===== config.mk =====
export PLATFORM = sky130hd
export DESIGN_NAME = mem_req_arbiter
export DESIGN_NICKNAME = d
export VERILOG_FILES = /design/src/rtl/mem_arb_pkg.sv /design/src/rtl/mem_arb_resp_pipe.sv /design/src/rtl/mem_req_arbiter.sv
export SDC_FILE = /design/constraint.sdc
export NUM_CORES = 1
export LEC_CHECK = 0
export CAP_MARGIN = 20
export CELL_PAD_IN_SITES_DETAIL_PLACEMENT = 1
export CELL_PAD_IN_SITES_GLOBAL_PLACEMENT = 1
export CORE_AREA = 2 2 129 131
export CTS_CLUSTER_DIAMETER = 40
export DETAILED_ROUTE_END_ITERATION = 10
export DIE_AREA = 0 0 131 133
export PLACE_DENSITY_LB_ADDON = 0.05
export RECOVER_POWER = 50
export SYNTH_ARGS = -nofsm -noshare
export SYNTH_HDL_FRONTEND = slang
export SYNTH_SLANG_ARGS = --single-unit
export TNS_END_PERCENT = 100

===== constraint.sdc =====
create_clock -name clk -period 7.4 [get_ports clk]
set_input_delay 1.48 -clock clk [delete_from_list [all_inputs] [get_ports clk]]
set_output_delay 1.48 -clock clk [all_outputs]
set_load 0.005 [all_outputs]

===== src/rtl/mem_arb_pkg.sv =====
// Shared types and constants for the memory request arbiter.
package mem_arb_pkg;

    typedef enum logic {SRC_IF, SRC_LD} req_src_e;

    typedef struct packed {
        logic     valid;
        req_src_e src;
    } rd_tag_t;

    localparam int WORD_LSB = 2;

endpackage


===== src/rtl/mem_arb_resp_pipe.sv =====
// Fixed-depth shift register carrying {valid, src} for each issued read so the
// returning cache data can be steered back to the requester that issued it.
module mem_arb_resp_pipe
    import mem_arb_pkg::*;
#(
    parameter int unsigned Depth = 2
) (
    input  logic    clk_i,
    input  logic    clr_i,
    input  rd_tag_t tag_i,
    output rd_tag_t tag_o
);

    rd_tag_t [Depth-1:0] pipe_q;
    rd_tag_t [Depth-1:0] pipe_d;

    if (Depth > 1) begin : g_shift
        always_comb begin
            pipe_d = {pipe_q[Depth-2:0], tag_i};
        end
    end else begin : g_single
        always_comb begin
            pipe_d = tag_i;
        end
    end

    always_ff @(posedge clk_i) begin
        if (clr_i) begin
            pipe_q <= '0;
        end else begin
            pipe_q <= pipe_d;
        end
    end

    assign tag_o = pipe_q[Depth-1];

endmodule


===== src/rtl/mem_req_arbiter.sv =====
// Arbitrates fetch/load reads and stores onto the cache controller read/write ports.
// Define ARB_RR_EN for round-robin fetch/load arbitration; otherwise load has fixed priority.
module mem_req_arbiter
    import mem_arb_pkg::*;
#(
    parameter int unsigned READ_LAT = 2,
    parameter int unsigned ADDR_W   = 32,
    parameter int unsigned DATA_W   = 32
) (
    input  logic              clk,
    input  logic              rst,

    input  logic              if_req_valid,
    input  logic [ADDR_W-1:0] if_req_addr,
    output logic              if_req_ready,
    output logic              if_resp_valid,
    output logic [DATA_W-1:0] if_resp_data,

    input  logic              ld_req_valid,
    input  logic [ADDR_W-1:0] ld_req_addr,
    output logic              ld_req_ready,
    output logic              ld_resp_valid,
    output logic [DATA_W-1:0] ld_resp_data,

    input  logic              st_req_valid,
    input  logic [ADDR_W-1:0] st_req_addr,
    input  logic [DATA_W-1:0] st_req_data,
    output logic              st_req_ready,

    output logic              arb_raddr_valid,
    output logic [ADDR_W-1:0] arb_raddr,
    input  logic [DATA_W-1:0] arb_rdata,
    output logic              arb_waddr_valid,
    output logic [ADDR_W-1:0] arb_waddr,
    output logic [DATA_W-1:0] arb_wdata,
    input  logic              arb_stall
);

    logic              rd_want;
    logic              grant_ld;
    logic              st_issue;
    logic              word_clash;
    logic              rd_issue;
    logic [ADDR_W-1:0] rd_addr;
    rd_tag_t           issue_tag;
    rd_tag_t           resp_tag;

`ifdef ARB_RR_EN
    req_src_e last_grant_q;
    req_src_e last_grant_d;

    always_comb begin
        last_grant_d = last_grant_q;
        if (rd_issue) begin
            last_grant_d = grant_ld ? SRC_LD : SRC_IF;
        end
    end

    always_ff @(posedge clk) begin
        if (rst) begin
            last_grant_q <= SRC_LD;
        end else begin
            last_grant_q <= last_grant_d;
        end
    end
`endif

    // Grant is chosen first; a same-word store then blocks it for this cycle.
    always_comb begin
        rd_want = if_req_valid | ld_req_valid;
`ifdef ARB_RR_EN
        grant_ld = ld_req_valid & (~if_req_valid | (last_grant_q == SRC_IF));
`else
        grant_ld = ld_req_valid;
`endif
        rd_addr    = grant_ld ? ld_req_addr : if_req_addr;
        st_issue   = st_req_valid & ~arb_stall & ~rst;
        word_clash = st_issue
                   & (rd_addr[ADDR_W-1:WORD_LSB] == st_req_addr[ADDR_W-1:WORD_LSB]);
        rd_issue   = rd_want & ~arb_stall & ~rst & ~word_clash;
    end

    always_comb begin
        if_req_ready    = rd_issue & ~grant_ld;
        ld_req_ready    = rd_issue & grant_ld;
        st_req_ready    = st_issue;
        arb_raddr_valid = rd_issue;
        arb_raddr       = rd_issue ? rd_addr : '0;
        arb_waddr_valid = st_issue;
        arb_waddr       = st_issue ? st_req_addr : '0;
        arb_wdata       = st_issue ? st_req_data : '0;
    end

    always_comb begin
        issue_tag.valid = rd_issue;
        issue_tag.src   = grant_ld ? SRC_LD : SRC_IF;
    end

    mem_arb_resp_pipe #(
        .Depth (READ_LAT)
    ) u_resp_pipe (
        .clk_i (clk),
        .clr_i (rst),
        .tag_i (issue_tag),
        .tag_o (resp_tag)
    );

    always_comb begin
        if_resp_valid = resp_tag.valid & (resp_tag.src == SRC_IF) & ~rst;
        ld_resp_valid = resp_tag.valid & (resp_tag.src == SRC_LD) & ~rst;
        if_resp_data  = if_resp_valid ? arb_rdata : '0;
        ld_resp_data  = ld_resp_valid ? arb_rdata : '0;
    end

endmodule


Word-level counts from Yosys, hierarchy flattened
Cells that the tools add are included.
Storage, ports and cells
  flip-flop bits (word level): 4
  output and inout port bits: 167
  logic and storage cells: 30
Cells by class
  equal/unequal tests: 1
  mux-type cells: 7
  bitwise operators: 18
Operator list (count)
  $mux W32: 6
  $eq A30 B30 Y1: 1
  $and A1 B1 Y1: 12
  $not A1 Y1: 5
  $mux W1: 1
  $or A1 B1 Y1: 1

Longest topological paths before layout
Gate-level depths: netlist of the first run.
  depth in word-level cells: 7
  mapped depth: 8

Modules after synthesis
From an unflattened synthesis of the first run, not the netlist that was laid out.
Unflattened totals
  cells, all modules: 317
  area, all modules: 2219.6 µm²
Modules (own cells, without submodules)
  mem_req_arbiter: instances 1, cells an instance 309, area an instance 2114.5 µm², seq. area each 0.0 µm²
  mem_arb_resp_pipe: instances 1, cells an instance 8, area an instance 105.1 µm², seq. area each 80.1 µm²

Least setup slack after synthesis of the first run
Ideal clock, no wire load.
  path kind: input -> output
  start point: input ld_req_valid
  end point: output arb_raddr[10]
  arrival: 3078 ps
  data required time: 5920 ps
  path slack: 2842 ps
  cell stages on the path: 8
  path buffers: 3
  path through: buf_6 > buf_6 > mux2i_1 > xor2_1 > nand4_1 > nor4_4 > buf_6 > a21oi_2
On the way
  cells in the longest elaborated chain, start to end: 6
RTL lines
  from (decl): RTL line mem_req_arbiter.sv:19  | input logic ld_req_valid,
  $mux W32: RTL line mem_req_arbiter.sv:76  | rd_addr = grant_ld ? ld_req_addr : if_req_addr;
  $eq A30 B30 Y1: RTL line mem_req_arbiter.sv:79  | & (rd_addr[ADDR_W-1:WORD_LSB] == st_req_addr[ADDR_W-1:WORD_LSB]);
  $and A1 B1 Y1: RTL line mem_req_arbiter.sv:79
  $not A1 Y1: RTL line mem_req_arbiter.sv:80  | rd_issue = rd_want & ~arb_stall & ~rst & ~word_clash;
  $and A1 B1 Y1: RTL line mem_req_arbiter.sv:80
  $mux W32 *: RTL line mem_req_arbiter.sv:88  | arb_raddr = rd_issue ? rd_addr : '0;
  to (decl): RTL line mem_req_arbiter.sv:31  | output logic [ADDR_W-1:0] arb_raddr,
Mark *: on every way between the ends. The rest lies on a longest branch, timed or not.

Worst setup path in the final report of the first run
  start point: input rst
  end point: output arb_raddr[31]
On the way
  cells in the longest elaborated chain, start to end: 6
RTL lines
  from (decl): RTL line mem_req_arbiter.sv:11  | input logic rst,
  $not A1 Y1 *: RTL line mem_req_arbiter.sv:77, mem_req_arbiter.sv:80
  $and A1 B1 Y1: RTL line mem_req_arbiter.sv:77  | st_issue = st_req_valid & ~arb_stall & ~rst;
  $and A1 B1 Y1: RTL line mem_req_arbiter.sv:79
  $not A1 Y1: RTL line mem_req_arbiter.sv:80
  $and A1 B1 Y1 *: RTL line mem_req_arbiter.sv:80
  $mux W32 *: RTL line mem_req_arbiter.sv:88
Marks and branches as above.

==> summary.txt, run 1 <==
Status
  – Status: complete, no violations

Clock tree
  – Max clock buf depth: 2
  – Inserted Clock Buffers: 3
  – Gates resized, CTS repair: 0
  – Clock transition at the register clock pins on the worst setup and hold paths after CTS: 0.03 ns
  – Clk Tree Root Cell: sky130_fd_sc_hd__clkbuf_16
  – Post-CTS Repair Setup Buffers: 0
  – Insertion delay of the later-clocked pin in the worst-skew pair: about 0.22 ns
  – Number of clock sinks: 4
  – Number of hold-repair buffers added at the cts stage: 0
  – Number of H-tree branching levels: 1
  – Clock tree from TritonCTS: built

Finish
  – Highest-count cells in the layout ignoring fill and taps: sky130_fd_sc_hd__clkdlybuf4s50_1, sky130_fd_sc_hd__and3_1, sky130_fd_sc_hd__dlygate4sd3_1
  – Number of filler cells placed in the layout: 1942
  – Design area: about 5800 µm²
  – Share of layout cells above drive strength 1: 0.0399
  – Core Util, Final: 0.356
  – Layout Nets: about 800
  – Most common cell after layout, fill and taps aside: sky130_fd_sc_hd__clkdlybuf4s50_1
  – Layout Cells excl Fill: 848
  – Area added between synthesis and finish: 160%

Synth
  – Cell types occupying the most area after synthesis: sky130_fd_sc_hd__and2_1, sky130_fd_sc_hd__and3_1, sky130_fd_sc_hd__mux2i_1
  – Cells after synthesis: ~320
  – Mapped Nets: 483
  – Most area-hungry cell type in the Yosys netlist: sky130_fd_sc_hd__and2_1
  – Count of different cell masters after synthesis: 23
  – Yosys top cell area share: 0.183
  – Synth Cell Area: approximately 2200 µm²
  – Syn Area/Cell: roughly 7 µm²
  – Flip-flop and latch count after synthesis: 4
  – Yosys warns: 0
  – Fraction of the yosys area taken by sequential cells: 0.0361

Critical path
  – Required @ worst endpoint: between 5 and 6 ns
  – Launch point of the worst path: rst
  – Reg2reg path depth: 1
  – Worst flop-to-flop path endpoint: u_resp_pipe.tag_o[0]$_SDFF_PP0_
  – CP peak stage delay: about 0.63 ns
  – Crit path max fanout: 14
  – Highest-delay cell along the critical path: sky130_fd_sc_hd__dlygate4sd3_1
  – Family with the most delay on the worst path: simple AND/OR/NAND/NOR gates
  – Critical path start-end classification: input pin to output port
  – Setup crit end kind: output port
  – Number of gates on the worst path with buffers counted: 8
  – Register-to-Register Setup Slack: a little under 7 ns
  – Type of element launching the critical path: input pin
  – CP Cell Sequence: dlygate4sd3_1 > nor2_1 > and2_0 > nand4_1 > nor4_4 > buf_4 > a21oi_1 > clkdlybuf4s50_1
  – CP bufs+invs: 3
  – Worst reg2reg path startpoint: u_resp_pipe.pipe_d[2]$_SDFF_PP0_
  – Data arrival time of the worst path: around 4.8 ns
  – CP Capture Point: arb_raddr[31]

Timing
  – Setup violators final: 0
  – Min Clock Period, post-route: about 6.2 ns
  – Clk_skew: 0.000378 ns
  – Min Hold Slack: ~0.45 ns
  – Max-slew violation count: 0
  – Fmax achieved: about 160 MHz
  – Max_slew headroom: 0.288
  – Pin slew with the least headroom to its limit: 1.07 ns
  – Post-layout worst setup margin: about 1.2 ns
  – Unrepaired setup endpoints after global routing: no
  – Setup total negative slack: 0 ns
  – Number of hold violations in the final report: 0
  – Period utilization: 0.844

Global routing
  – Largest net degree at the start of global routing: 66
  – Remaining global-route overflow: 0
  – Number of antenna violations at the first check in global routing: 1
  – Vias in the first global route: 3800
  – Combined global-route utilization of all metal layers: 0.171
  – Global-route wire length before repair: about 23000 µm

Flow run
  – Max-capacitance violation count: 0

Placed design
  – Post-DP HPWL: 13200 µm
  – Count of placed standard cells including taps: around 840
  – Placed instance area: 5710 µm²
  – Post-placement worst setup slack: approximately 1.1 ns
  – IO buf count: roughly 330
  – Global placer's final weighted congestion: roughly 0.73

Drt
  – Final Routed Wirelength: between 15000 and 20000 µm
  – DR vias/cell: ~4.2
  – Per-cell routed wire length: around 19 µm
  – Iteration-0 DRC count of the detailed router: slightly above 80
  – DRC violation count after routing: 0
  – ANT nets after route: 0
  – Vias: approximately 3500
  – Length of the first detailed-routing pass in iterations: 4

Power
  – Power density of the placed cells: between 50 and 60 nW/µm²
  – Power, Total: 0.321 mW
  – Leakage power of the design: 2.58 nW
  – Worst vdd ir: ~50 µV

Floorplanning
  – Die area: between 15000 and 20000 µm²
  – Die boundary width: between 100 and 150 µm
  – Area of the core: around 16000 µm²
  – Count of boundary I/O pins: between 300 and 400
  – Initial core utilization: 0.137
  – # rows: 47
  – Die height: 133 µm

Worst hold path
  – Path category of the worst min-delay check: flop to flop
how the worst min path moves through the flow:
stage / startpoint / to / slack, ns / depth (start not counted)
floorplan: u_resp_pipe.pipe_d[2]$_SDFF_PP0_ / u_resp_pipe.tag_o[0]$_SDFF_PP0_ / 0.41 / 1
global placement: u_resp_pipe.pipe_d[2]$_SDFF_PP0_ / u_resp_pipe.tag_o[0]$_SDFF_PP0_ / 0.42 / 1
detailed placement: u_resp_pipe.pipe_d[2]$_SDFF_PP0_ / u_resp_pipe.tag_o[0]$_SDFF_PP0_ / 0.45 / 1
CTS: u_resp_pipe.pipe_d[3]$_SDFF_PP0_ / u_resp_pipe.tag_o[1]$_SDFF_PP0_ / 0.46 / 1
global route: u_resp_pipe.pipe_d[3]$_SDFF_PP0_ / u_resp_pipe.tag_o[1]$_SDFF_PP0_ / 0.46 / 1
finish: u_resp_pipe.pipe_d[3]$_SDFF_PP0_ / u_resp_pipe.tag_o[1]$_SDFF_PP0_ / 0.45 / 1
routing by layer:
metal	routed length, µm	global-route usage	part of all wire
met5	0	0	0
met4	211	0.0378	0.013
met3	1530	0.0497	0.098
met2	8470	0.334	0.54
met1	5480	0.174	0.35
report_power, final:
group	leakage, nW	switching [mW]	internal (mW)
registers	0.0330	0.000266	0.0227
logic	2.51	0.0771	0.137
clock network	0.0370	0.0150	0.0690
total	2.58	0.0924	0.229
layout make-up:
type / instances / area, µm² / area share
diodes: 1 / 2.50 / 0.000434
clock buffers: 3 / 75.1 / 0.0130
multi-input cells: 279 / 1960 / 0.339
flip-flops and latches: 4 / 80.1 / 0.0139
well taps: 220 / 275 / 0.0478
repair buffers: 341 / 3370 / 0.585
sequential cells by signal, indices dropped and copies added, names as in the netlist:
register,cells
u_resp_pipe.pipe_d,2
u_resp_pipe.tag_o,2
synthesized netlist by cell type:
master                     count
sky130_fd_sc_hd__a21oi_2      10
sky130_fd_sc_hd__nor3b_1       1
sky130_fd_sc_hd__and3_1       64
sky130_fd_sc_hd__nand2_1       4
sky130_fd_sc_hd__clkbuf_1     23
sky130_fd_sc_hd__nor2_1        1
sky130_fd_sc_hd__and3b_1       1
sky130_fd_sc_hd__nand3_1       1
sky130_fd_sc_hd__a22o_1        2
sky130_fd_sc_hd__nor4_4        2
sky130_fd_sc_hd__nand4_1       7
sky130_fd_sc_hd__dfxtp_1       4
sky130_fd_sc_hd__xor2_1       30
sky130_fd_sc_hd__mux2i_1      30
sky130_fd_sc_hd__buf_2         3
sky130_fd_sc_hd__a21boi_0      2
sky130_fd_sc_hd__nand2b_1     30
sky130_fd_sc_hd__nor2b_1       4
sky130_fd_sc_hd__buf_6         6
sky130_fd_sc_hd__a21oi_1      24
sky130_fd_sc_hd__o21a_1        1
sky130_fd_sc_hd__and2_1       65
sky130_fd_sc_hd__buf_4         2
kinds of logic after synthesis:
kind of cell	after synthesis	share of synthesized area
simple gates	180	0.516
buf+inv	34	0.0828
compound gates	39	0.112
flops	4	0.0361
xor+xnor	30	0.118
mux	30	0.135
No activity file was read; power rests on OpenSTA's default activity.
==> inputs of run 2 (changes only) <==
--- a/config.mk
+++ b/config.mk
@@ -8,10 +8,10 @@
 export CAP_MARGIN = 20
 export CELL_PAD_IN_SITES_DETAIL_PLACEMENT = 1
 export CELL_PAD_IN_SITES_GLOBAL_PLACEMENT = 1
-export CORE_AREA = 2 2 129 131
+export CORE_MARGIN = 2
+export CORE_UTILIZATION = 14
 export CTS_CLUSTER_DIAMETER = 40
 export DETAILED_ROUTE_END_ITERATION = 10
-export DIE_AREA = 0 0 131 133
 export PLACE_DENSITY_LB_ADDON = 0.05
 export RECOVER_POWER = 50
 export SYNTH_ARGS = -nofsm -noshare
==> constraint.sdc (replaced) <==
create_clock -name clk -period 5.8 [get_ports clk]
set_input_delay 1.16 -clock clk [delete_from_list [all_inputs] [get_ports clk]]
set_output_delay 1.16 -clock clk [all_outputs]
set_load 0.005 [all_outputs]
==> summary.txt, run 2 (synthesis gave the netlist of run 1 again) <==
Status
  – Status: complete, no violations

Power
  – Leakage power of the design: 2.53 nW (-2.1%)
  – Power density of the placed cells: 71.7 nW/µm² (+29%)
  – Worst vdd ir: 64.7 µV (+30%)
  – Power, Total: 0.415 mW (+29%)

Global routing
  – Vias in the first global route: 3728 (-1.9%)
  – Combined global-route utilization of all metal layers: 0.172 (+0.000856)
  – Number of antenna violations at the first check in global routing: 1 (unchanged)
  – Largest net degree at the start of global routing: 65 (-1.5%)
  – Remaining global-route overflow: 0 (unchanged)
  – Global-route wire length before repair: 22100 µm (-2.8%)

Timing
  – Max-slew violation count: 0 (unchanged)
  – Max_slew headroom: 0.271 (-0.0165)
  – Fmax achieved: 196 MHz
  – Min Clock Period, post-route: between 5 and 6 ns
  – Post-layout worst setup margin: 0.701 ns (-0.453 ns)
  – Setup violators final: 0 (unchanged)
  – Unrepaired setup endpoints after global routing: no
  – Number of hold violations in the final report: 0 (unchanged)
  – Setup total negative slack: 0 ns (unchanged)
  – Clk_skew: 0.0000561 ns (-0.000321 ns)
  – Pin slew with the least headroom to its limit: 1.09 ns (+0.0248 ns)
  – Period utilization: 0.879

Critical path
  – Required @ worst endpoint: 4.64 ns (-1.28 ns)
  – Type of element launching the critical path: input pin
  – Critical path start-end classification: input pin to output port
  – Setup crit end kind: output port
  – Data arrival time of the worst path: 3.94 ns (-0.83 ns)
  – Crit path max fanout: 18 (+4)

Drt
  – Per-cell routed wire length: 18.5 µm (-0.25%)
  – DRC violation count after routing: 0 (unchanged)
  – Length of the first detailed-routing pass in iterations: 4 (unchanged)
  – ANT nets after route: 0 (unchanged)
  – Final Routed Wirelength: 15600 µm (-0.37%)
  – DR vias/cell: 4.18 (+0.43%)
  – Iteration-0 DRC count of the detailed router: 62 (-24%)
  – Vias: 3541 (+0.31%)

Clock tree
  – Insertion delay of the later-clocked pin in the worst-skew pair: 0.22 ns (about the same)
  – Clock tree from TritonCTS: built
  – Max clock buf depth: 2 (unchanged)
  – Number of H-tree branching levels: 1 (unchanged)
  – Clk Tree Root Cell: sky130_fd_sc_hd__clkbuf_16
  – Number of hold-repair buffers added at the cts stage: 0 (unchanged)
  – Gates resized, CTS repair: 0 (unchanged)
  – Inserted Clock Buffers: 3 (unchanged)
  – Clock transition at the register clock pins on the worst setup and hold paths after CTS: 0.03 ns (about the same)
  – Post-CTS Repair Setup Buffers: 0 (unchanged)
  – Number of clock sinks: 4 (unchanged)

Placed design
  – Post-DP HPWL: 13200 µm (+0.14%)
  – Placed instance area: 5730 µm² (+0.44%)
  – Global placer's final weighted congestion: 0.714 (-1.9%)
  – IO buf count: 332 (unchanged)
  – Post-placement worst setup slack: 0.690 ns (-0.433 ns)

Flow run
  – Max-capacitance violation count: 0 (unchanged)

Finish
  – Layout Nets: 799 (+0.50%)
  – Share of layout cells above drive strength 1: 0.0444 (+0.00450)
  – Core Util, Final: 0.368 (+0.0118)
  – Highest-count cells in the layout ignoring fill and taps: sky130_fd_sc_hd__clkdlybuf4s50_1, sky130_fd_sc_hd__and3_1, sky130_fd_sc_hd__dlygate4sd3_1
  – Design area: 5790 µm² (+0.37%)
  – Area added between synthesis and finish: 161%
  – Number of filler cells placed in the layout: 1856 (-4.4%)
  – Most common cell after layout, fill and taps aside: sky130_fd_sc_hd__clkdlybuf4s50_1
  – Number of diodes added for antenna fixing: 0 (-1)

Floorplanning
  – Die area: 16900 µm² (-3.1%)
  – Area of the core: 15700 µm² (-2.8%)
  – Count of boundary I/O pins: 333 (unchanged)
  – Initial core utilization: 0.141 (+0.00401)
  – Die boundary width: 130 µm (-0.80%)
  – Die height: 130 µm (-2.3%)
  – # rows: 46 (-2.1%)

Worst hold path
  – Path category of the worst min-delay check: flop to flop
run 2: metrics by stage:
stage               hold slack, ns  cells
finish                       0.432    847
global placement             0.420    844
global route                 0.454    847
floorplan                    0.414    317
detailed placement           0.431    844
CTS                          0.438    847
run 2: worst paths after layout:
kind                                                       start                              end  slack [ns]  cells after the start
worst max-delay path                                ld_req_valid                  arb_raddr_valid        0.70                      9
worst min-delay path            u_resp_pipe.pipe_d[3]$_SDFF_PP0_  u_resp_pipe.tag_o[1]$_SDFF_PP0_        0.43                      1
worst min register to register  u_resp_pipe.pipe_d[3]$_SDFF_PP0_  u_resp_pipe.tag_o[1]$_SDFF_PP0_        0.43                      1
worst max register to register  u_resp_pipe.pipe_d[2]$_SDFF_PP0_  u_resp_pipe.tag_o[0]$_SDFF_PP0_        5.29                      1
run 2: cell type report:
type / instances / area (µm²) / share of cell area
clock buffers: 3 / 75.1 / 0.0130
multi-input cells: 279 / 1960 / 0.338
flip-flops and latches: 4 / 80.1 / 0.0138
well taps: 216 / 270 / 0.0467
repair buffers: 345 / 3400 / 0.588
run 2: worst max-delay path, cell delays in order:
cell and delay (ns):
sky130_fd_sc_hd__buf_2 0.36, sky130_fd_sc_hd__buf_4 0.34, sky130_fd_sc_hd__mux2i_1 0.27, sky130_fd_sc_hd__xor2_1 0.23, sky130_fd_sc_hd__nand4_1 0.23, sky130_fd_sc_hd__nor4_4 0.33
sky130_fd_sc_hd__buf_4 0.33, sky130_fd_sc_hd__a21boi_0 0.17, sky130_fd_sc_hd__clkdlybuf4s50_1 0.50
run 2: power by group:
part	total, mW	switching (mW)	internal (mW)
clock	0.109	0.0204	0.0882
combinational	0.277	0.0988	0.178
sequential	0.0293	0.000356	0.0290
run 2: metal layers:
metal | part of all wire | up-vias | GRT usage
li1 | - | 1712 | -
met1 | 0.37 | 1632 | 0.183
met2 | 0.52 | 184 | 0.333
met3 | 0.096 | 11 | 0.0545
met4 | 0.0087 | 2 | 0.0266
met5 | 0.00070 | - | 0
==> inputs of run 3 (changes only) <==
--- a/config.mk
+++ b/config.mk
@@ -12,7 +12,7 @@
 export CORE_UTILIZATION = 14
 export CTS_CLUSTER_DIAMETER = 40
 export DETAILED_ROUTE_END_ITERATION = 10
-export PLACE_DENSITY_LB_ADDON = 0.05
+export PLACE_DENSITY = 0.88
 export RECOVER_POWER = 50
 export SYNTH_ARGS = -nofsm -noshare
 export SYNTH_HDL_FRONTEND = slang
==> constraint.sdc (replaced) <==
create_clock -name clk -period 5.8 [get_ports clk]
set_input_delay 0.87 -clock clk [delete_from_list [all_inputs] [get_ports clk]]
set_output_delay 0.87 -clock clk [all_outputs]
set_load 0.005 [all_outputs]
==> summary.txt, run 3 (synthesis gave the netlist of run 1 again) <==
Critical path
  – Launch point of the worst path: rst
  – Critical path start-end classification: input pin to output port
  – Setup crit end kind: output port
  – Highest-delay cell along the critical path: sky130_fd_sc_hd__clkbuf_1
  – Worst reg2reg path startpoint: u_resp_pipe.pipe_d[3]$_SDFF_PP0_
  – Data arrival time of the worst path: 4.15 ns (+0.21 ns)
  – Worst flop-to-flop path endpoint: u_resp_pipe.tag_o[1]$_SDFF_PP0_
  – Register-to-Register Setup Slack: 5.26 ns (-0.03 ns)
  – CP Cell Sequence: dlygate4sd3_1 > nor2_4 > clkbuf_1 > o21a_1 > buf_4 > nand2b_1 > a21oi_2 > clkdlybuf4s50_1
  – Crit path max fanout: 41 (+23)
  – Family with the most delay on the worst path: buffers and inverters
  – CP bufs+invs: 4 (unchanged)
  – CP peak stage delay: 1.06 ns (+0.56 ns)
  – Reg2reg path depth: 1 (unchanged)
  – Required @ worst endpoint: 4.93 ns (+0.29 ns)
  – Type of element launching the critical path: input pin

Global routing
  – Largest net degree at the start of global routing: 65 (unchanged)
  – Remaining global-route overflow: 0 (unchanged)
  – Vias in the first global route: 3584 (-3.9%)
  – Combined global-route utilization of all metal layers: 0.165 (-0.00690)
  – Global-route wire length before repair: 21300 µm (-3.5%)
  – Number of antenna violations at the first check in global routing: 0 (-1)

Timing
  – Post-layout worst setup margin: 0.785 ns (+0.0836 ns)
  – Unrepaired setup endpoints after global routing: no
  – Fmax achieved: 199 MHz (+1.7%)
  – Max_slew headroom: 0.0307 (-0.241)
  – Min Clock Period, post-route: 5.02 ns (-0.0836 ns)
  – Clk_skew: 0.00168 ns (+0.00162 ns)
  – Number of hold violations in the final report: 0 (unchanged)
  – Max-slew violation count: 0 (unchanged)
  – Period utilization: 0.865 (-0.0144)
  – Pin slew with the least headroom to its limit: 1.45 ns (+0.361 ns)
  – Setup total negative slack: 0 ns (unchanged)
  – Setup violators final: 0 (unchanged)

Finish
  – Area added between synthesis and finish: 160%
  – Layout Nets: 796 (-0.38%)
  – Most common cell after layout, fill and taps aside: sky130_fd_sc_hd__clkdlybuf4s50_1
  – Number of diodes added for antenna fixing: 0 (unchanged)
  – Share of layout cells above drive strength 1: 0.0414 (-0.00297)
  – Highest-count cells in the layout ignoring fill and taps: sky130_fd_sc_hd__clkdlybuf4s50_1, sky130_fd_sc_hd__dlygate4sd3_1, sky130_fd_sc_hd__and3_1

Placed design
  – Post-placement worst setup slack: 1.06 ns (+0.367 ns)
  – Post-DP HPWL: 12900 µm (-2.5%)
  – Global placer's final weighted congestion: 0.844 (+18%)
  – IO buf count: 332 (unchanged)

Drt
  – Per-cell routed wire length: 17.8 µm (-3.6%)
  – Length of the first detailed-routing pass in iterations: 4 (unchanged)
  – DRC violation count after routing: 0 (unchanged)
  – DR vias/cell: 4.14 (-0.95%)
  – Iteration-0 DRC count of the detailed router: 112 (+81%)
  – Vias: 3495 (-1.3%)
  – ANT nets after route: 0 (unchanged)
  – Final Routed Wirelength: 15000 µm (-3.9%)

Floorplanning
  – Die boundary width: 130 µm (unchanged)
  – Die area: 16900 µm² (unchanged)
  – Count of boundary I/O pins: 333 (unchanged)
  – Die height: 130 µm (unchanged)
  – # rows: 46 (unchanged)
  – Initial core utilization: 0.141 (unchanged)
  – Area of the core: 15700 µm² (unchanged)

Worst hold path
  – Worst Hold Endpoint: u_resp_pipe.tag_o[0]$_SDFF_PP0_
  – Min-Delay Startpoint: u_resp_pipe.pipe_d[2]$_SDFF_PP0_
  – Hold depth: 1 (unchanged)
  – Path category of the worst min-delay check: flop to flop

Clock tree
  – Number of clock sinks: 4 (unchanged)
  – Number of H-tree branching levels: 1 (unchanged)
  – Gates resized, CTS repair: 0 (unchanged)
  – Insertion delay of the later-clocked pin in the worst-skew pair: 0.22 ns (about the same)
  – Post-CTS Repair Setup Buffers: 0 (unchanged)
  – Clk Tree Root Cell: sky130_fd_sc_hd__clkbuf_16
  – Number of hold-repair buffers added at the cts stage: 0 (unchanged)
  – Clock transition at the register clock pins on the worst setup and hold paths after CTS: 0.03 ns (about the same)
  – Max clock buf depth: 2 (unchanged)
  – Inserted Clock Buffers: 3 (unchanged)
  – Clock tree from TritonCTS: built

Power
  – Worst vdd ir: 88.9 µV (+38%)
  – Leakage power of the design: 2.60 nW (+2.6%)
  – Power density of the placed cells: 72.2 nW/µm² (+0.70%)

Status
  – Status: complete, no violations

Flow run
  – Max-capacitance violation count: 0 (unchanged)
==> run 3: power by group <==
part           internal, mW  switching [mW]  leakage [nW]
clock                0.0881          0.0193        0.0370
sequential           0.0290        0.000378        0.0330
combinational         0.176           0.104          2.53
total                 0.293           0.123          2.60
==> run 3: metrics by stage <==
stage,instance area (µm²),hold slack [ns],total power [mW],instances,utilization
after global routing,5770,0.455,0.443,844,0.367
after detailed placement,5710,0.436,0.319,841,0.363
after CTS,5780,0.440,0.429,844,0.368
after floorplan,2220,0.414,0.118,317,-
after global placement,5710,0.418,0.317,841,0.363
final,5770,0.435,0.417,844,0.367
==> run 3: how the worst max path moves through the flow <==
stage | to | slack (ns) | cells past startpoint
after floorplan | arb_raddr[10] | 2.46 | 8
after global placement | if_req_ready | 1.10 | 9
after detailed placement | if_req_ready | 1.06 | 9
after CTS | if_req_ready | 1.04 | 9
after global routing | arb_raddr[10] | 0.59 | 8
final | arb_raddr[6] | 0.78 | 8
==> run 3: per-layer routing <==
metal  global-route usage  wire [µm]  up-vias
met5                    0          0        -
met4               0.0196         57        0
met3               0.0422       1340        4
met2                0.328       8070      192
met1                0.178       5550     1596
li1                     -          -     1703
==> run 3: cell type report <==
type | instances | area, µm²
well taps | 216 | 270
multi-input cells | 279 | 1960
repair buffers | 342 | 3380
clock buffers | 3 | 75.1
flip-flops and latches | 4 | 80.1
fillers | 1880 | 9940
==> variant 1: new RTL, flow settings as in run 2 <==
Set the package constant `WORD_LSB` to 1 (it was 2).
--- a/src/rtl/mem_arb_pkg.sv
+++ b/src/rtl/mem_arb_pkg.sv
@@ -8,7 +8,7 @@
         req_src_e src;
     } rd_tag_t;
 
-    localparam int WORD_LSB = 2;
+    localparam int WORD_LSB = 1;
 
 endpackage
 
Formal check against the unedited RTL: not equivalent (a bounded check fails within 4 cycles, from zero or initial values and one cycle with rst high).
==> variant 1 against run 2 <==
Synthesized area increased by 0.62%; die area increased by 0.60%; cell area increased by 0.43%; worst hold slack improved by 0.0018 ns; sequential cell count unchanged; worst setup slack improved by 0.14 ns; largest power group unchanged; critical endpoint is now arb_raddr[21]; total power decreased by 0.29%; wire length decreased by 3.5%.
==> variant 1: results <==
metrics = {
    "run_status": {
        "status": "complete, no violations",
    },
    "worst_setup_path": {
        "critPathTopFamily": "buffers and inverters",
        "cp_slowest_stage_delay_ns": 0.47,
        "critPathArrivalTime_ns": 3.79,
        "r2r_slack_ns": 5.28,
        "rr_worst_depth": 1,
        "reg2reg_to": "u_resp_pipe.tag_o[1]",
        "cp_slowest_cell": "clkdlybuf4s50_1",
        "r2r_start": "u_resp_pipe.pipe_d[3]",
        "critPathMaxFanout": 23,
    },
    "global_route": {
        "grt_pass1_wl_mm": 21.42,
        "antenna_found_initial": 1,
        "track_usage": 0.1646,
        "grt_pass1_vias": 3679,
        "grt_max_degree": 65,
    },
    "clock_network": {
        "clk_path_buf_depth": 2,
        "postCtsSetupRepairBufs": 0,
        "insertion_delay_ns": 0.22,
        "cts_made_buffers": 3,
        "htreeDepth": 1,
        "clkTransAtPathRegs_ns": 0.03,
        "clockRootBuffer": "clkbuf_16",
    },
    "synth": {
        "syn_nets": 484,
        "synth_mux_area_frac": 0.1389,
        "synth-compound-area-share": 0.1069,
        "synth_xor_area_frac": 0.1215,
        "seq_area_frac_synth": 0.03583,
        "yosysUniqueCellTypes": 22,
        "synthAdderAreaFrac": 0,
        "synth.area.top_cells": "and2_1 18%, and3_1 18%, mux2i_1 14%, xor2_1 12%, nand2b_1 8.7%",
        "synth-async-reset-ratio": 0,
        "synth_common_cells": "65 x and2_1, 64 x and3_1, 31 x mux2i_1, 31 x nand2b_1, 31 x xor2_1",
    },
    "placement": {
        "place_area_um2": 5742,
        "hpwl_mm": 12.58,
        "place_congestion": 0.7598,
    },
    "sta": {
        "skew_ns": 0.001994,
        "hold_ws_ns": 0.4336,
        "worstMarginPinSlew_ns": 1.156,
    },
    "power": {
        "switchingPower_w": 0.0001189,
        "p_leak_nw": 2.585,
        "irDropWorstVdd_mv": 0.04871,
        "power_density_nw_per_um2": 71.19,
    },
    "final_layout": {
        "n_fill_cell": 1887,
        "drive_above_1_share": 0.04444,
        "fin_nets": 798,
    },
    "route": {
        "drt_iter0_drc": 63,
        "dr.pass1.iters": 4,
        "wl_per_cell_um": 17.81,
        "num_vias": 3507,
    },
    "hold_path": {
        "hold_end": "u_resp_pipe.tag_o[0]",
        "min-delay-start": "u_resp_pipe.pipe_d[2]",
    },
}
## variant 1: metrics by stage
step | setup slack (ns) | util | cells
after global routing | 0.6471 | 0.3685 | 847
final | 0.8453 | 0.3685 | 847
after CTS | 0.8133 | 0.3689 | 846
after floorplan | 1.882 | - | 318
after global placement | 0.8626 | 0.3641 | 843
after detailed placement | 0.8266 | 0.3641 | 843
## variant 1: kinds of logic after synthesis
family / Yosys count
AOI/OAI and AO/OA: 38
muxes: 31
and+or+nand+nor: 180
xor gates and xnor gates: 31
DFF: 4
buffers and inverters: 34
## variant 1: final cells by class
| cell class | count | area (µm²) | area share |
|---|---|---|---|
| tap | 216 | 270.3 | 0.04651 |
| antenna | 1 | 2.502 | 0.0004307 |
| sequential | 4 | 80.08 | 0.01378 |
| clock buffer | 3 | 75.07 | 0.01292 |
| timing repair buffer | 343 | 3405 | 0.5859 |
| multi-input combinational | 280 | 1978 | 0.3404 |
## variant 1: how the worst max path moves through the flow
stage	startpoint	cells after the start	end
6_report	ld_req_valid	9	arb_raddr[21]
5_1_grt	rst	5	if_resp_data[18]
4_1_cts	ld_req_valid	9	arb_raddr[22]
3_5_place_dp	ld_req_valid	9	arb_raddr[22]
3_3_place_gp	ld_req_valid	9	arb_raddr[21]
2_1_floorplan	ld_req_valid	8	arb_raddr[10]
## variant 1: per-layer routing
layer	wire length (µm)	GRT usage	vias to the layer above
li1	-	-	1708
met1	5752	0.1836	1603
met2	7722	0.3120	186
met3	1403	0.04100	10
met5	0	0	-
met4	208	0.04068	0
==> variant 2: new RTL, flow settings as in run 2 <==
Without the edit above. The option `ARB_RR_EN` is turned on by a define.
--- a/src/rtl/mem_req_arbiter.sv
+++ b/src/rtl/mem_req_arbiter.sv
@@ -1,5 +1,7 @@
 // Arbitrates fetch/load reads and stores onto the cache controller read/write ports.
 // Define ARB_RR_EN for round-robin fetch/load arbitration; otherwise load has fixed priority.
+`define ARB_RR_EN
+
 module mem_req_arbiter
     import mem_arb_pkg::*;
 #(
Function: changed (a bounded check fails within 4 cycles, from zero or initial values and one cycle with rst high).
==> variant 2 against run 2 <==
Wire length grew 5.7%; synthesized area increased by 5.4%; first-iteration DRC count grew 61%; total power rose by 11%; cell area up 3.7%; critical path depth is 3 higher; fmax is 8.8% lower; global-route usage is 0.53 points higher; die area rose by 5.2%; worst setup slack got worse by 0.49 ns; count of clock-buffer cells in the layout is 1 higher; sequential cell count increased by 1.
==> variant 2: results <==
metrics = {
    "synth": {
        "syn_nets": 533,
        "synth_common_cells": "129 x and2_1, 37 x nand2_1, 24 x inv_1",
        "ys.warnings.count": 0,
        "seq_area_frac_synth": 0.04278,
        "synth-compound-area-share": 0.2230,
        "synth_mux_area_frac": 0.05989,
        "synth_xor_area_frac": 0.04118,
        "synth_ff_type": "dfxtp_1",
        "yosysUniqueCellTypes": 48,
        "synth.area.top_cells": "and2_1 34%, mux2i_1 6.0%, nand2_1 5.9%, a21oi_2 4.5%, dfxtp_1 4.3%",
        "synthCells": 367,
    },
    "worst_setup_path": {
        "critPathArrivalTime_ns": 4.43,
        "r2r_slack_ns": 3.15,
        "rr_worst_depth": 10,
        "cp_slowest_stage_delay_ns": 0.56,
        "critPathMaxFanout": 23,
    },
    "route": {
        "vias_per_cell": 4.251,
        "wirelength_mm": 16.52,
        "drt_iter0_drc": 100,
    },
    "run_status": {
        "status": "complete, no violations",
    },
    "final_layout": {
        "regArea_um2": 100.1,
        "drive_above_1_share": 0.05225,
        "stdcell_count": 909,
        "fin_nets": 856,
        "n_fill_cell": 2031,
    },
    "sta": {
        "min_period_ns": 5.588,
        "max_slew_margin": 0.2243,
        "hold_ws_ns": 0.4293,
        "skew_ns": 0.001982,
    },
    "power": {
        "p_leak_nw": 2.371,
        "p_int_w": 0.0003165,
        "irDropWorstVdd_mv": 0.06165,
    },
    "global_route": {
        "grt_pass1_wl_mm": 24.47,
        "grt_pass1_vias": 4273,
        "grt_max_degree": 67,
        "antenna_found_initial": 0,
        "track_usage": 0.1768,
    },
    "placement": {
        "place_ws_ns": 0.1630,
        "place_area_um2": 5921,
        "hpwl_mm": 14.46,
        "place_congestion": 0.8048,
        "numPortBuffers": 332,
    },
}
variant 2: cell count changes after synthesis, sizes merged, moves of 7 or more:
cell    before  now
xor2        30    6
and2        65  129
and3        64    0
nand2b      30   14
clkbuf      23   16
a21oi       34   23
mux2i       30   14
nand2        4   37
o22ai        0    8
inv          0   27
nor2         1   22
variant 2: routing by layer:
layer	wire length [µm]	up-vias	global-route usage
li1	-	1864	-
met3	1445	8	0.06279
met1	6236	1797	0.1872
met4	118	0	0.02009
met2	8723	195	0.3439
met5	0	-	0
variant 2: cell type report:
| class | instances | share of cell area |
|---|---|---|
| tap | 220 | 0.04586 |
| clock buffer | 4 | 0.01313 |
| sequential | 5 | 0.01668 |
| timing repair buffer | 342 | 0.5693 |
| multi-input combinational | 311 | 0.3381 |
| inverter | 27 | 0.01689 |
variant 2: kinds of logic (layout without fill, tap and decap cells):
group / after synthesis / after routing
compound gates: 64 / 64
simple gates: 222 / 222
xor+xnor: 11 / 11
buf+inv: 51 / 373
mux: 14 / 14
flops: 5 / 5
variant 2: power by group through the flow:
| stage | sequential, W | clock, W | combinational [W] |
|---|---|---|---|
| 6_report | 0.0000373 | 0.000111 | 0.000312 |
| 3_3_place_gp | 0.0000377 | 0 | 0.000315 |
| 4_1_cts | 0.0000373 | 0.000113 | 0.000320 |
| 3_5_place_dp | 0.0000378 | 0 | 0.000318 |
| 2_1_floorplan | 0.0000375 | 0 | 0.000100 |
| 5_1_grt | 0.0000375 | 0.000118 | 0.000338 |
variant 2: path summary, 6_finish.rpt:
path                              start                    to
setup / recovery           ld_req_valid         arb_raddr[12]
hold reg to reg   u_resp_pipe.pipe_d[2]  u_resp_pipe.tag_o[0]
setup reg to reg           last_grant_q          last_grant_q
hold / removal    u_resp_pipe.pipe_d[2]  u_resp_pipe.tag_o[0]
